[src/rtl/serial_sub_ctrl_pkg.sv]
// -----------------------------------------------------------------------------
// serial_sub_ctrl_pkg
//   Shared definitions for the bit-serial subtractor controller:
//   - state_e        : controller FSM states (IDLE, RUN, DONE)
//   - DEFAULT_WIDTH  : default operand width in bits
// -----------------------------------------------------------------------------
package serial_sub_ctrl_pkg;

  localparam int DEFAULT_WIDTH = 8;

  typedef enum logic [1:0] {
    IDLE = 2'd0,
    RUN  = 2'd1,
    DONE = 2'd2
  } state_e;

endpackage

[src/rtl/serial_sub_ctrl_fs.sv]
// -----------------------------------------------------------------------------
// fs_cell
//   Combinational 1-bit full subtractor computing a - b - bi.
//   Ports:
//     a   in  minuend bit
//     b   in  subtrahend bit
//     bi  in  borrow in
//     d   out difference bit
//     bo  out borrow out
// -----------------------------------------------------------------------------
module fs_cell (
  input  logic a,
  input  logic b,
  input  logic bi,
  output logic d,
  output logic bo
);

  assign d  = a ^ b ^ bi;
  // Borrow when a=0,b=1, or when the bits are equal and a borrow arrives.
  assign bo = (~a & b) | (~(a ^ b) & bi);

endmodule

[src/rtl/serial_sub_ctrl.sv]
// -----------------------------------------------------------------------------
// serial_sub_ctrl
//   Bit-serial subtractor: diff = a - b - bin (mod 2^WIDTH), one bit per clock,
//   LSB first, through a single fs_cell. Result is reported by a one-cycle done
//   pulse and held until the next accepted start.
//   Ports:
//     clk    in   clock, rising edge
//     rst_n  in   asynchronous active-low reset
//     start  in   request; only honoured in IDLE
//     a, b   in   WIDTH-bit operands, captured on the accept edge
//     bin    in   initial borrow, captured on the accept edge
//     busy   out  state != IDLE
//     done   out  high for the single DONE cycle
//     diff   out  WIDTH-bit result
//     bout   out  final borrow (a < b + bin, unsigned)
//     zero   out  diff == 0 for the latest completed operation
// -----------------------------------------------------------------------------
module serial_sub_ctrl
  import serial_sub_ctrl_pkg::*;
#(
  parameter int WIDTH = DEFAULT_WIDTH
) (
  input  logic             clk,
  input  logic             rst_n,
  input  logic             start,
  input  logic [WIDTH-1:0] a,
  input  logic [WIDTH-1:0] b,
  input  logic             bin,
  output logic             busy,
  output logic             done,
  output logic [WIDTH-1:0] diff,
  output logic             bout,
  output logic             zero
);

  localparam int CW = $clog2(WIDTH);
  localparam logic [CW-1:0] LAST = CW'(WIDTH - 1);

  state_e           state_q, state_d;
  logic [WIDTH-1:0] a_q, a_d;
  logic [WIDTH-1:0] b_q, b_d;
  logic             br_q, br_d;
  logic [CW-1:0]    cnt_q, cnt_d;
  logic [WIDTH-1:0] diff_q, diff_d;
  logic             bout_q, bout_d;
  logic             zero_q, zero_d;

  logic             cell_d;
  logic             cell_bo;
  logic [WIDTH-1:0] diff_shift;

  fs_cell u_fs_cell (
    .a  (a_q[0]),
    .b  (b_q[0]),
    .bi (br_q),
    .d  (cell_d),
    .bo (cell_bo)
  );

  // Result bits enter from the MSB side so that after WIDTH shifts bit 0 of
  // the result sits in diff[0].
  assign diff_shift = {cell_d, diff_q[WIDTH-1:1]};

  always_comb begin
    state_d = state_q;
    a_d     = a_q;
    b_d     = b_q;
    br_d    = br_q;
    cnt_d   = cnt_q;
    diff_d  = diff_q;
    bout_d  = bout_q;
    zero_d  = zero_q;
    unique case (state_q)
      IDLE: begin
        if (start) begin
          state_d = RUN;
          a_d     = a;
          b_d     = b;
          br_d    = bin;
          cnt_d   = '0;
        end
      end
      RUN: begin
        a_d    = a_q >> 1;
        b_d    = b_q >> 1;
        br_d   = cell_bo;
        diff_d = diff_shift;
        if (cnt_q == LAST) begin
          // Last bit: publish flags and park the counter so it never
          // runs past WIDTH-1.
          state_d = DONE;
          cnt_d   = '0;
          bout_d  = cell_bo;
          zero_d  = (diff_shift == '0);
        end else begin
          cnt_d = cnt_q + CW'(1);
        end
      end
      DONE: begin
        state_d = IDLE;
      end
      default: begin
        state_d = IDLE;
      end
    endcase
  end

  always_ff @(posedge clk or negedge rst_n) begin
    if (!rst_n) begin
      state_q <= IDLE;
      a_q     <= '0;
      b_q     <= '0;
      br_q    <= 1'b0;
      cnt_q   <= '0;
      diff_q  <= '0;
      bout_q  <= 1'b0;
      zero_q  <= 1'b0;
    end else begin
      state_q <= state_d;
      a_q     <= a_d;
      b_q     <= b_d;
      br_q    <= br_d;
      cnt_q   <= cnt_d;
      diff_q  <= diff_d;
      bout_q  <= bout_d;
      zero_q  <= zero_d;
    end
  end

  assign busy = (state_q != IDLE);
  assign done = (state_q == DONE);
  assign diff = diff_q;
  assign bout = bout_q;
  assign zero = zero_q;

endmodule

[config.mk]
export PLATFORM = sky130hd
export DESIGN_NAME = serial_sub_ctrl
export DESIGN_NICKNAME = d
export VERILOG_FILES = /design/src/rtl/serial_sub_ctrl_pkg.sv /design/src/rtl/serial_sub_ctrl_fs.sv /design/src/rtl/serial_sub_ctrl.sv
export SDC_FILE = /design/constraint.sdc
export NUM_CORES = 1
export LEC_CHECK = 0
export BUFFER_PORTS_ARGS = -buffer_cell sky130_fd_sc_hd__buf_2
export CORE_MARGIN = 5
export CORE_UTILIZATION = 50
export CTS_CLUSTER_SIZE = 12
export DETAILED_ROUTE_END_ITERATION = 8
export PLACE_DENSITY = 0.74
export SYNTH_ARGS = -nofsm -noshare
export SYNTH_HDL_FRONTEND = slang
export SYNTH_SLANG_ARGS = --single-unit
[constraint.sdc]
create_clock -name clk -period 1.7 [get_ports clk]
set_clock_uncertainty 0.15 [all_clocks]
set_input_delay 0.255 -clock clk [delete_from_list [all_inputs] [get_ports clk]]
set_output_delay 0.255 -clock clk [all_outputs]
set_load 0.005 [all_outputs]
==> parameters.txt, run 1 <==
Parameter                              Value

Clock network
  Clock tree from TritonCTS ... built
  Number of clock sinks seen by CTS ... 32
  H-tree levels ... 2
  CTS buffer count ... 5
  Clock slew seen by the registers of the worst setup and hold paths ... 0.09 ns
  Maximum count of clock buffers along a single path ... 2
  Master cell of the clock root buffer ... clkbuf_4
  Latest clock arrival within the worst-skew pair ... 0.34 ns

Setup path
  Crit path largest cell delay ... about 0.41 ns
  Category of the worst setup path launch point ... flip-flop
  Setup slack of the worst register-to-register path ... 0.11 ns
  Cell with the largest stage delay on the worst path ... dfrtp_1
  Worst path cell trace ... buf_8 -> buf_6 -> nor2b_1 -> buf_2
  Cell type group with the largest total delay on the critical path ... flip-flops
  Worst path buffer plus inverter count ... 3
  CP Capture Type ... output pin
  Required arrival time at the worst endpoint ... about 1.3 ns
  Worst endpoint data arrival time ... 1.21 ns
  Critical Path Fanout Max ... 6
  Setup CP Type ... flip-flop to output pin

Final layout
  Final net count ... 210
  Fraction of final layout cells sized beyond drive strength 1 ... 29.8%
  Final standard cell area without fillers ... 0.00175 mm2
  Diode insertion count for antenna repair ... 0
  Area Overhead vs Synth ... 20.5%

Placement
  Buffers added on ports ... 31
  Setup Slack @ Placement ... between 0.1 and 0.15 ns
  HPWL reported at the end of detailed placement ... 1.97 mm
  Weighted congestion at the end of routability-driven global placement ... 0.765
  Placement Cell Area ... 0.00160 mm2

Drt
  Vias per inst ... ~5.4
  Final wirelength ... 2.97 mm
  DR DRC count ... 0
  Wire per inst ... 13.6 um
  Via total after detailed routing ... approximately 1.2k
  Final antenna-violating net count ... 0
  Pre-Repair DR Iteration Count ... 4
  Initial detailed-routing violation count ... 32

STA
  Max_slew headroom ... 54.1%
  Period Utilization, post-route ... 95.3%
  Total count of max-transition violations in the final report ... 0
  Smallest setup slack after layout ... 0.0801 ns
  Number of endpoints failing setup at the final stage ... 0
  Least-Margin Pin Slew ... 0.688 ns
  Setup repair after global routing missed its margin ... no
  Clock period minus final worst setup slack ... 1.62 ns
  Setup TNS ... 0 ns
  Final Hold Vio Count ... 0
  Maximum operating frequency ... 0.617 GHz

Run status
  Run status ... complete, no violations

Min path
  Worst Hold Class ... input port to flip-flop

Floorplan
  Core Region ... between 0.002 and 0.003 mm2
  Die W ... roughly 64 um
  Row count ... 19
  Die Area ... 0.00409 mm2
  Die Ht ... 63.9 um
  Effective utilization at floorplan ... roughly 52%
  Number of top-level pins ... 32

Power
  Power density over the cells ... 1690 mW/mm2
  Power share of the combinational group ... 40.8%
  Total power ... 0.00297 W
  Switching Fraction ... 37.2%
  Static leakage ... 0.887 nW
  Switching component of the power ... around 0.0011 W
  Portion of total power attributed to sequential cells ... 43.7%
  Clk pwr share ... 15.4%
  Internal power ... between 0.0015 and 0.002 W
  Worst voltage drop across the vdd grid ... 1110 uV

Synthesis
  Synth Instances ... 147
  Largest area contributor in the synthesized netlist ... dfrtp_1
  Mean post-synth cell area ... 9.89 um2
  Net count of the mapped netlist ... 170
  Share of the synthesized area in the top cell type ... between 50% and 60%
  Post-Syn Area ... 0.00145 mm2
  Flop and latch count out of synthesis ... 32
  Unique cell type count in the Yosys netlist ... 27
  Area contributors post-synth ... dfrtp_1, nand2_1, a22oi_1, o21ai_1, buf_6
  Count of yosys warnings during synthesis ... 0
  Part of the Yosys area used for sequential elements ... 55.1%

Global routing
  Number of antenna violations at the first check in global routing ... 0
  Largest net degree at the start of global routing ... 33
  GRT Resource Usage Total ... 16.2%
  First-pass GRT wire length ... 5.18 mm
  Aggregate global routing overflow ... 0
  Vias in the first global route ... 1240

Flow run
  Max Cap Viol ... 0
[layout by cell type (no fill, tap or decap), types with 2 or more instances in the layout]
cell       n
o21ai_1   11
inv_1      5
buf_6      2
nand2_1   47
a21oi_1    3
buf_2     30
a22oi_1   13
ha_1       2
a22o_1     2
buf_4      8
o21ai_0    7
nor2b_1    3
dfrtp_1   31
clkbuf_4   5
clkinv_2   2
[path summary, 6_finish.rpt]
kind	cells after the start	start	endpoint
max	4	state_q[0]	done
min	3	a[7]	a_q[7]
max reg2reg	4	state_q[0]	cnt_q[1]
min reg2reg	2	diff[0]	diff[0]
max in group asynchronous	2	rst_n	state_q[1]
min in group asynchronous	2	rst_n	diff[4]
[worst min-delay path, cell delays in order]
cell and delay (ns):
buf_2 0.09, nand2_1 0.06, o21ai_1 0.06
[repair_timing]
action                                  in CTS  in global routing
endpoints found under the setup margin       2                  3
resized for setup                            3                  4
endpoints found under the hold margin       32                  0
hold buffers                                 1                  0
buffers inserted                             7                  0
[cells in the mapped netlist]
master     instances
nand2_1           47
dfrtp_1           32
a22oi_1           13
o21ai_1           11
o21ai_0            7
inv_1              5
buf_6              4
a21oi_1            3
nor2b_1            3
a22o_1             2
clkbuf_1           2
ha_1               2
nor4_1             2
a2bb2oi_1          1
and3b_2            1
buf_2              1
buf_4              1
clkbuf_2           1
fa_1               1
nand2b_1           1
nand3b_1           1
nor2_1             1
nor2b_4            1
o21ai_2            1
o21bai_4           1
o31ai_1            1
or2_2              1
[logic make-up after synthesis]
group | after synthesis | synth area share [%]
AO/OA/AOI/OAI | 40 | 18.2
adder cells (fa/ha/maj) | 3 | 3.10
buffers and inverters | 14 | 6.11
flip-flops | 32 | 55.1
AND/OR/NAND/NOR | 58 | 17.6
[routing by layer]
metal	part of all wire (%)	up-vias	routed length, um	global-route usage (%)
met4	2.3	0	68	9.35
li1	-	579	-	-
met5	0	-	0	0
met2	46	35	1370	26.1
met1	44	568	1320	19.1
met3	7.0	9	207	4.73
[area by class of cell]
cell class,count,area (um2)
clock buffers,6,51.3
clock inverters,2,10.0
fillers,231,1030
inverters,5,18.8
multi-input cells,101,573
flip-flops and latches,32,802
well taps,31,38.8
repair buffers,42,258
[per-stage QoR]
step                      hold WS (ns)  util, %  cells
final                           0.0140     63.0    219
after global routing          0.000169     63.0    219
after CTS                      0.00628     62.3    219
after detailed placement         0.197     57.5    203
after global placement           0.185     57.5    203
after floorplan                 -0.191        -    147
[flip-flops by register name, indices dropped and copies added, names as in the netlist]
| register | flops |
|---|---|
| b_q | 8 |
| cnt_q | 3 |
| a_q | 8 |
| diff | 8 |
| state_q | 2 |
| zero | 1 |
| br_q | 1 |
| bout | 1 |
[power groups by stage]
stage	clock, W	combinational [W]	sequential (W)
5_1_grt	0.000507	0.00138	0.00135
6_report	0.000458	0.00121	0.00130
4_1_cts	0.000465	0.00117	0.00129
3_5_place_dp	0	0.00107	0.00131
3_3_place_gp	0	0.00101	0.00130
2_1_floorplan	0	0.000825	0.00127
(Power assumes the default switching activity.)
==> run 2: changes to the inputs <==
--- a/config.mk
+++ b/config.mk
@@ -8,9 +8,11 @@
 export BUFFER_PORTS_ARGS = -buffer_cell sky130_fd_sc_hd__buf_2
 export CORE_MARGIN = 5
 export CORE_UTILIZATION = 50
+export CTS_BUF_LIST = sky130_fd_sc_hd__clkbuf_4
 export CTS_CLUSTER_SIZE = 12
 export DETAILED_ROUTE_END_ITERATION = 8
-export PLACE_DENSITY = 0.74
+export HOLD_SLACK_MARGIN = 0.15
+export PLACE_DENSITY_LB_ADDON = 0.12
 export SYNTH_ARGS = -nofsm -noshare
 export SYNTH_HDL_FRONTEND = slang
 export SYNTH_SLANG_ARGS = --single-unit
==> run 2 against run 1 <==
Against the previous run: total power decreased by 3.1%; sequential power about the same; count of clock-buffer cells in the layout decreased by 1; maximum frequency increased by 1.6%; cell count increased by 8.2%; critical path depth decreased by 2; die area unchanged; setup slack improved by 0.025 ns; flip-flop and latch count unchanged; cell area increased by 8.5%; critical endpoint is now busy; largest power group unchanged.
==> parameters.txt, run 2 (synthesis results as in run 1) <==
Parameter                              Value

Setup path
  Category of the worst setup path launch point ... flip-flop
  Setup slack of the worst register-to-register path ... 0.14 ns (+0.03 ns)
  Worst endpoint data arrival time ... 1.19 ns (-0.02 ns)
  CP Capture Type ... output pin
  Startpoint of the lowest-slack register-to-register path ... state_q[1]
  Critical Path Start ... state_q[1]
  Critical Path Fanout Max ... 2 (-4)
  End point of the critical path ... busy
  Reg2Reg Depth ... 3 (-1)
  Required arrival time at the worst endpoint ... 1.29 ns (about the same)
  Capturing point of the worst reg2reg path ... cnt_q[1]
  Setup CP Type ... flip-flop to output pin

Clock network
  Clock tree from TritonCTS ... built
  CTS buffer count ... 5 (unchanged)
  Maximum count of clock buffers along a single path ... 2 (unchanged)
  Master cell of the clock root buffer ... clkbuf_4
  Clock slew seen by the registers of the worst setup and hold paths ... 0.09 ns (about the same)
  Latest clock arrival within the worst-skew pair ... 0.33 ns (about the same)
  Number of clock sinks seen by CTS ... 32 (unchanged)
  H-tree levels ... 2 (unchanged)

Drt
  Via total after detailed routing ... 1247 (+4.7%)
  Final antenna-violating net count ... 0 (unchanged)
  DR DRC count ... 0 (unchanged)
  Vias per inst ... 5.26 (-3.3%)
  Initial detailed-routing violation count ... 83 (+160%)
  Pre-Repair DR Iteration Count ... 4 (unchanged)
  Wire per inst ... 12.8 um (-5.6%)
  Final wirelength ... 3.03 mm (+2.1%)

Floorplan
  Die Ht ... 63.9 um (unchanged)
  Die Area ... 0.00409 mm2 (unchanged)
  Effective utilization at floorplan ... 52.3% (unchanged)
  Number of top-level pins ... 32 (unchanged)
  Core Region ... 0.00278 mm2 (unchanged)
  Die W ... 63.9 um (unchanged)
  Row count ... 19 (unchanged)

Global routing
  First-pass GRT wire length ... 5.55 mm (+7.1%)
  Number of antenna violations at the first check in global routing ... 0 (unchanged)
  GRT Resource Usage Total ... 17.2% (+0.99 points)
  Largest net degree at the start of global routing ... 33 (unchanged)
  Aggregate global routing overflow ... 0 (unchanged)
  Vias in the first global route ... 1235 (-0.40%)

STA
  Setup TNS ... 0 ns (unchanged)
  Max_slew headroom ... 53.2% (-0.99 points)
  Total count of max-transition violations in the final report ... 0 (unchanged)
  Least-Margin Pin Slew ... 0.701 ns (+0.0133 ns)
  Final Hold Vio Count ... 0 (unchanged)
  Clock period minus final worst setup slack ... 1.59 ns (-0.0252 ns)
  Period Utilization, post-route ... 93.8% (-1.5 points)
  Setup repair after global routing missed its margin ... no
  Maximum operating frequency ... 0.627 GHz (+1.6%)
  Number of endpoints failing setup at the final stage ... 0 (unchanged)

Flow run
  Max Cap Viol ... 0 (unchanged)

Power
  Switching component of the power ... 0.00107 W (-2.7%)
  Worst voltage drop across the vdd grid ... 1010 uV (-8.5%)
  Clk pwr share ... 13.9% (-1.5 points)
  Total power ... 0.00288 W (-3.1%)
  Switching Fraction ... 37.4% (+0.15 points)
  Internal power ... 0.00180 W (-3.4%)
  Power density over the cells ... 1510 mW/mm2 (-11%)
  Portion of total power attributed to sequential cells ... 45.2% (+1.5 points)
  Static leakage ... 0.947 nW (+6.8%)
  Power share of the combinational group ... 40.8% (about the same)

Placement
  Buffers added on ports ... 31 (unchanged)
  Placed insts ... 205 (+0.99%)
  HPWL reported at the end of detailed placement ... 1.89 mm (-3.7%)
  Weighted congestion at the end of routability-driven global placement ... 0.752 (-1.8%)

Final layout
  Final standard cell count with taps included and fillers excluded ... 237 (+8.2%)
  Final net count ... 228 (+8.6%)
  Fraction of final layout cells sized beyond drive strength 1 ... 27.7% (-2.1 points)
  Commonest non-fill, non-tap cell in the layout ... nand2_1
  Area Overhead vs Synth ... 30.7%
  Fillers ... 216 (-6.5%)
  Commonest cells after routing, fill and taps aside ... nand2_1, buf_2, dfrtp_1, dlygate4sd3_1, a22oi_1
  Diode insertion count for antenna repair ... 0 (unchanged)

Min path
  Worst Hold Class ... input port to flip-flop

Run status
  Run status ... complete, no violations
[run 2: cell types whose count changed in the layout (fill, tap and decap cells not counted), sizes merged]
| cell | previous run | this run |
|---|---|---|
| clkbuf | 6 | 5 |
| clkinv | 2 | 3 |
| dlygate4sd3 | 1 | 18 |
| buf | 41 | 42 |
[run 2: routing by layer]
| metal | vias to the layer above | part of all wire [%] | GRT usage, % |
|---|---|---|---|
| met5 | - | 0 | 0 |
| met4 | 0 | 2.5 | 7.79 |
| met3 | 9 | 6.7 | 5.25 |
| met2 | 35 | 47 | 26.3 |
| met1 | 592 | 43 | 22.4 |
| li1 | 611 | - | - |
[run 2: worst max-delay path, cell delays in order, from the launching register on]
cell and delay [ns]:
dfrtp_2 0.43, or2_2 0.31, buf_2 0.13
[run 2: metrics by stage]
stage | worst slack (ns) | cell area [um2] | hold WS [ns] | util, %
after CTS | 0.0855 | 1890 | 0.171 | 68.1
after detailed placement | 0.0498 | 1620 | 0.148 | 58.1
after floorplan | 0.238 | 1450 | -0.191 | -
after global placement | 0.118 | 1620 | 0.142 | 58.1
final | 0.105 | 1900 | 0.194 | 68.3
after global routing | 0.00393 | 1900 | 0.207 | 68.3
[run 2: worst min-delay path by stage]
stage             end  start  cells past startpoint  slack (ns)
2_1_floorplan  a_q[0]  rst_n                      0       -0.19
3_3_place_gp     zero  rst_n                      2        0.14
3_5_place_dp     zero  rst_n                      2        0.15
4_1_cts        b_q[7]  start                      4        0.17
5_1_grt        b_q[6]   b[6]                      4        0.21
6_report       b_q[6]   b[6]                      4        0.19
[run 2: cell type report]
class	count	area (um2)	area share, %
clock buffer	5	37.5	1.97
timing repair buffer	60	418	22.0
multi-input combinational	101	571	30.0
inverter	5	18.8	0.987
tap	31	38.8	2.04
sequential	32	803	42.3
clock inverter	3	13.8	0.724
[run 2: power groups by stage]
stage	combinational, W	clock [W]	sequential [W]
floorplan	0.000825	0	0.00127
global placement	0.000996	0	0.00133
detailed placement	0.00104	0	0.00134
CTS	0.00117	0.000423	0.00129
global route	0.00136	0.000453	0.00134
finish	0.00117	0.000401	0.00130
[run 2: repair_timing]
action | 4_1_cts | 5_1_grt
pin swaps | 0 | 0
setup endpoints to repair | 1 | 1
hold buffers | 18 | 0
gates resized for setup | 2 | 1
endpoints found under the hold margin | 48 | 0
setup buffers | 6 | 0
==> run 3: changes to the inputs <==
--- a/config.mk
+++ b/config.mk
@@ -6,8 +6,10 @@
 export NUM_CORES = 1
 export LEC_CHECK = 0
 export BUFFER_PORTS_ARGS = -buffer_cell sky130_fd_sc_hd__buf_2
+export CELL_PAD_IN_SITES_DETAIL_PLACEMENT = 1
+export CELL_PAD_IN_SITES_GLOBAL_PLACEMENT = 2
 export CORE_MARGIN = 5
-export CORE_UTILIZATION = 50
+export CORE_UTILIZATION = 34
 export CTS_BUF_LIST = sky130_fd_sc_hd__clkbuf_4
 export CTS_CLUSTER_SIZE = 12
 export DETAILED_ROUTE_END_ITERATION = 8
==> run 3 against run 2 <==
Against the previous run: via count about the same; largest power group unchanged; combinational power up 6%; cell count up 8.0%; flip-flop and latch count unchanged; clock power up 4%; die area up 39%; wire length up 21%; non-clock buffer count unchanged.
==> parameters.txt, run 3 (synthesis results as in run 1) <==
Parameter                              Value

Run status
  Run status ... complete, no violations

Drt
  Final wirelength ... 3.69 mm (+21%)
  Final antenna-violating net count ... 0 (unchanged)
  Via total after detailed routing ... 1246 (-0.080%)
  Wire per inst ... 14.4 um (+12%)
  Vias per inst ... 4.87 (-7.5%)
  Pre-Repair DR Iteration Count ... 4 (unchanged)
  DR DRC count ... 0 (unchanged)
  Initial detailed-routing violation count ... 42 (-49%)

Setup path
  Worst path buffer plus inverter count ... 2 (+1)
  CP Capture Type ... output pin
  Required arrival time at the worst endpoint ... 1.29 ns (about the same)
  Cell with the largest stage delay on the worst path ... dfrtp_2
  Cell type group with the largest total delay on the critical path ... flip-flops
  Worst path cell trace ... buf_4 -> nor2b_1 -> buf_2
  Crit path largest cell delay ... 0.48 ns (+0.05 ns)
  Critical Path Fanout Max ... 7 (+5)
  Category of the worst setup path launch point ... flip-flop
  Setup CP Type ... flip-flop to output pin
  Worst endpoint data arrival time ... 1.19 ns (about the same)

Placement
  HPWL reported at the end of detailed placement ... 2.50 mm (+32%)
  Setup Slack @ Placement ... 0.0924 ns (+0.0426 ns)
  Weighted congestion at the end of routability-driven global placement ... 0.743 (-1.1%)
  Placement Cell Area ... 0.00165 mm2 (+1.9%)
  Buffers added on ports ... 31 (unchanged)
  Placed insts ... 225 (+9.8%)

Global routing
  Aggregate global routing overflow ... 0 (unchanged)
  Number of antenna violations at the first check in global routing ... 0 (unchanged)
  First-pass GRT wire length ... 6.45 mm (+16%)
  GRT Resource Usage Total ... 15.0% (-2.1 points)
  Largest net degree at the start of global routing ... 33 (unchanged)
  Vias in the first global route ... 1404 (+14%)

Floorplan
  Row count ... 23 (+4)
  Number of top-level pins ... 32 (unchanged)
  Die Area ... 0.00568 mm2 (+39%)
  Die Ht ... 75.4 um (+18%)
  Die W ... 75.4 um (+18%)
  Effective utilization at floorplan ... 35.6% (-17 points)
  Core Region ... 0.00409 mm2 (+47%)

Power
  Power density over the cells ... 1550 mW/mm2 (+2.3%)
  Static leakage ... 0.949 nW (+0.20%)
  Worst voltage drop across the vdd grid ... 586 uV (-42%)

Final layout
  Final net count ... 228 (unchanged)
  Final standard cell count with taps included and fillers excluded ... 256 (+8.0%)
  Fraction of final layout cells sized beyond drive strength 1 ... 28.3% (+0.62 points)
  Commonest non-fill, non-tap cell in the layout ... nand2_1
  Commonest cells after routing, fill and taps aside ... nand2_1, buf_2, dfrtp_1, dlygate4sd3_1, a22oi_1
  Final standard cell area without fillers ... 0.00193 mm2 (+1.3%)
  Multi-input logic area ... 573 um2 (+0.44%)
  Fillers ... 492 (+130%)
  Area Overhead vs Synth ... 32.4%
  Register cell area after layout ... 803 um2 (unchanged)

Flow run
  Max Cap Viol ... 0 (unchanged)

Clock network
  H-tree levels ... 2 (unchanged)
  Number of clock sinks seen by CTS ... 32 (unchanged)
  CTS buffer count ... 5 (unchanged)
  Clock slew seen by the registers of the worst setup and hold paths ... 0.10 ns (about the same)
  Clock tree from TritonCTS ... built
  Master cell of the clock root buffer ... clkbuf_4
  Latest clock arrival within the worst-skew pair ... 0.33 ns (about the same)
  Maximum count of clock buffers along a single path ... 2 (unchanged)

STA
  Final Hold Vio Count ... 0 (unchanged)
  Setup repair after global routing missed its margin ... no
  Clock period minus final worst setup slack ... 1.60 ns (+0.00463 ns)
  Smallest setup slack after layout ... 0.101 ns (-0.00463 ns)
  Maximum operating frequency ... 0.625 GHz (-0.29%)
  Max_slew headroom ... 56.0% (+2.8 points)
  Number of endpoints failing setup at the final stage ... 0 (unchanged)
  Least-Margin Pin Slew ... 0.659 ns (-0.0422 ns)
  Setup TNS ... 0 ns (unchanged)
  Total count of max-transition violations in the final report ... 0 (unchanged)
  Period Utilization, post-route ... 94.1% (+0.27 points)

Min path
  Worst Hold Class ... input port to flip-flop
-- run 3: cell count changes in the layout (fill, tap and decap cells not counted), sizes merged --
| cell | delta |
|---|---|
| diode | +1 |
| clkbuf | +1 |
| dlygate4sd3 | -1 |
| buf | +1 |
| clkinv | -2 |
-- run 3: repair_timing --
action                                 in CTS  in global routing
hold buffers                               17                  0
buffers inserted                            4                  2
pin swaps                                   0                  1
setup endpoints to repair                   2                  2
resized for setup                           2                  2
endpoints found under the hold margin      47                  0
-- run 3: layout make-up --
type                    instances  area share (%)
clock inverters                 1           0.260
repair buffers                 60            21.6
well taps                      50            3.25
clock buffers                   6            2.34
flip-flops and latches         32            41.7
diodes                          1           0.130
inverters                       5           0.975
multi-input cells             101            29.8
-- run 3: path summary, 6_finish.rpt --
| path | startpoint | endpoint | slack [ns] | cells past startpoint |
|---|---|---|---|---|
| worst max-delay path | state_q[0] | done | 0.10 | 3 |
| worst min-delay path | b[7] | b_q[7] | 0.20 | 4 |
| worst max register to register | br_q | zero | 0.12 | 5 |
| worst min register to register | diff[0] | diff[0] | 0.34 | 2 |
| max in group asynchronous | rst_n | state_q[1] | 0.75 | 3 |
| min in group asynchronous | rst_n | diff[2] | 0.32 | 3 |
-- run 3: routing by layer --
metal | global-route usage, % | vias to the layer above | share of wire [%] | wire [um]
li1 | - | 612 | - | -
met1 | 18.6 | 598 | 44 | 1630
met2 | 24.5 | 28 | 49 | 1800
met3 | 3.43 | 8 | 4.9 | 179
met4 | 7.77 | 0 | 2.0 | 74
met5 | 0 | - | 0 | 0
-- run 3: per-stage QoR --
stage / power (W) / util [%] / hold WS, ns
final: 0.00298 / 47.1 / 0.195
after global routing: 0.00327 / 47.1 / 0.212
after CTS: 0.00295 / 46.5 / 0.177
after detailed placement: 0.00247 / 40.3 / 0.161
after global placement: 0.00238 / 40.3 / 0.153
after floorplan: 0.00210 / - / -0.191
-- run 3: worst register-to-register path: stages (launching register included) --
cell and delay [ns]:
dfrtp_1 0.36, inv_1 0.06, fa_1 0.51, nor4_2 0.22, nand2_1 0.09, o21ai_1 0.12
-- run 3: report_power, final --
part / internal, W / switching [W] / total [W]
sequential: 0.00109 / 0.000238 / 0.00132
combinational: 0.000593 / 0.000643 / 0.00124
clock: 0.000168 / 0.000251 / 0.000419
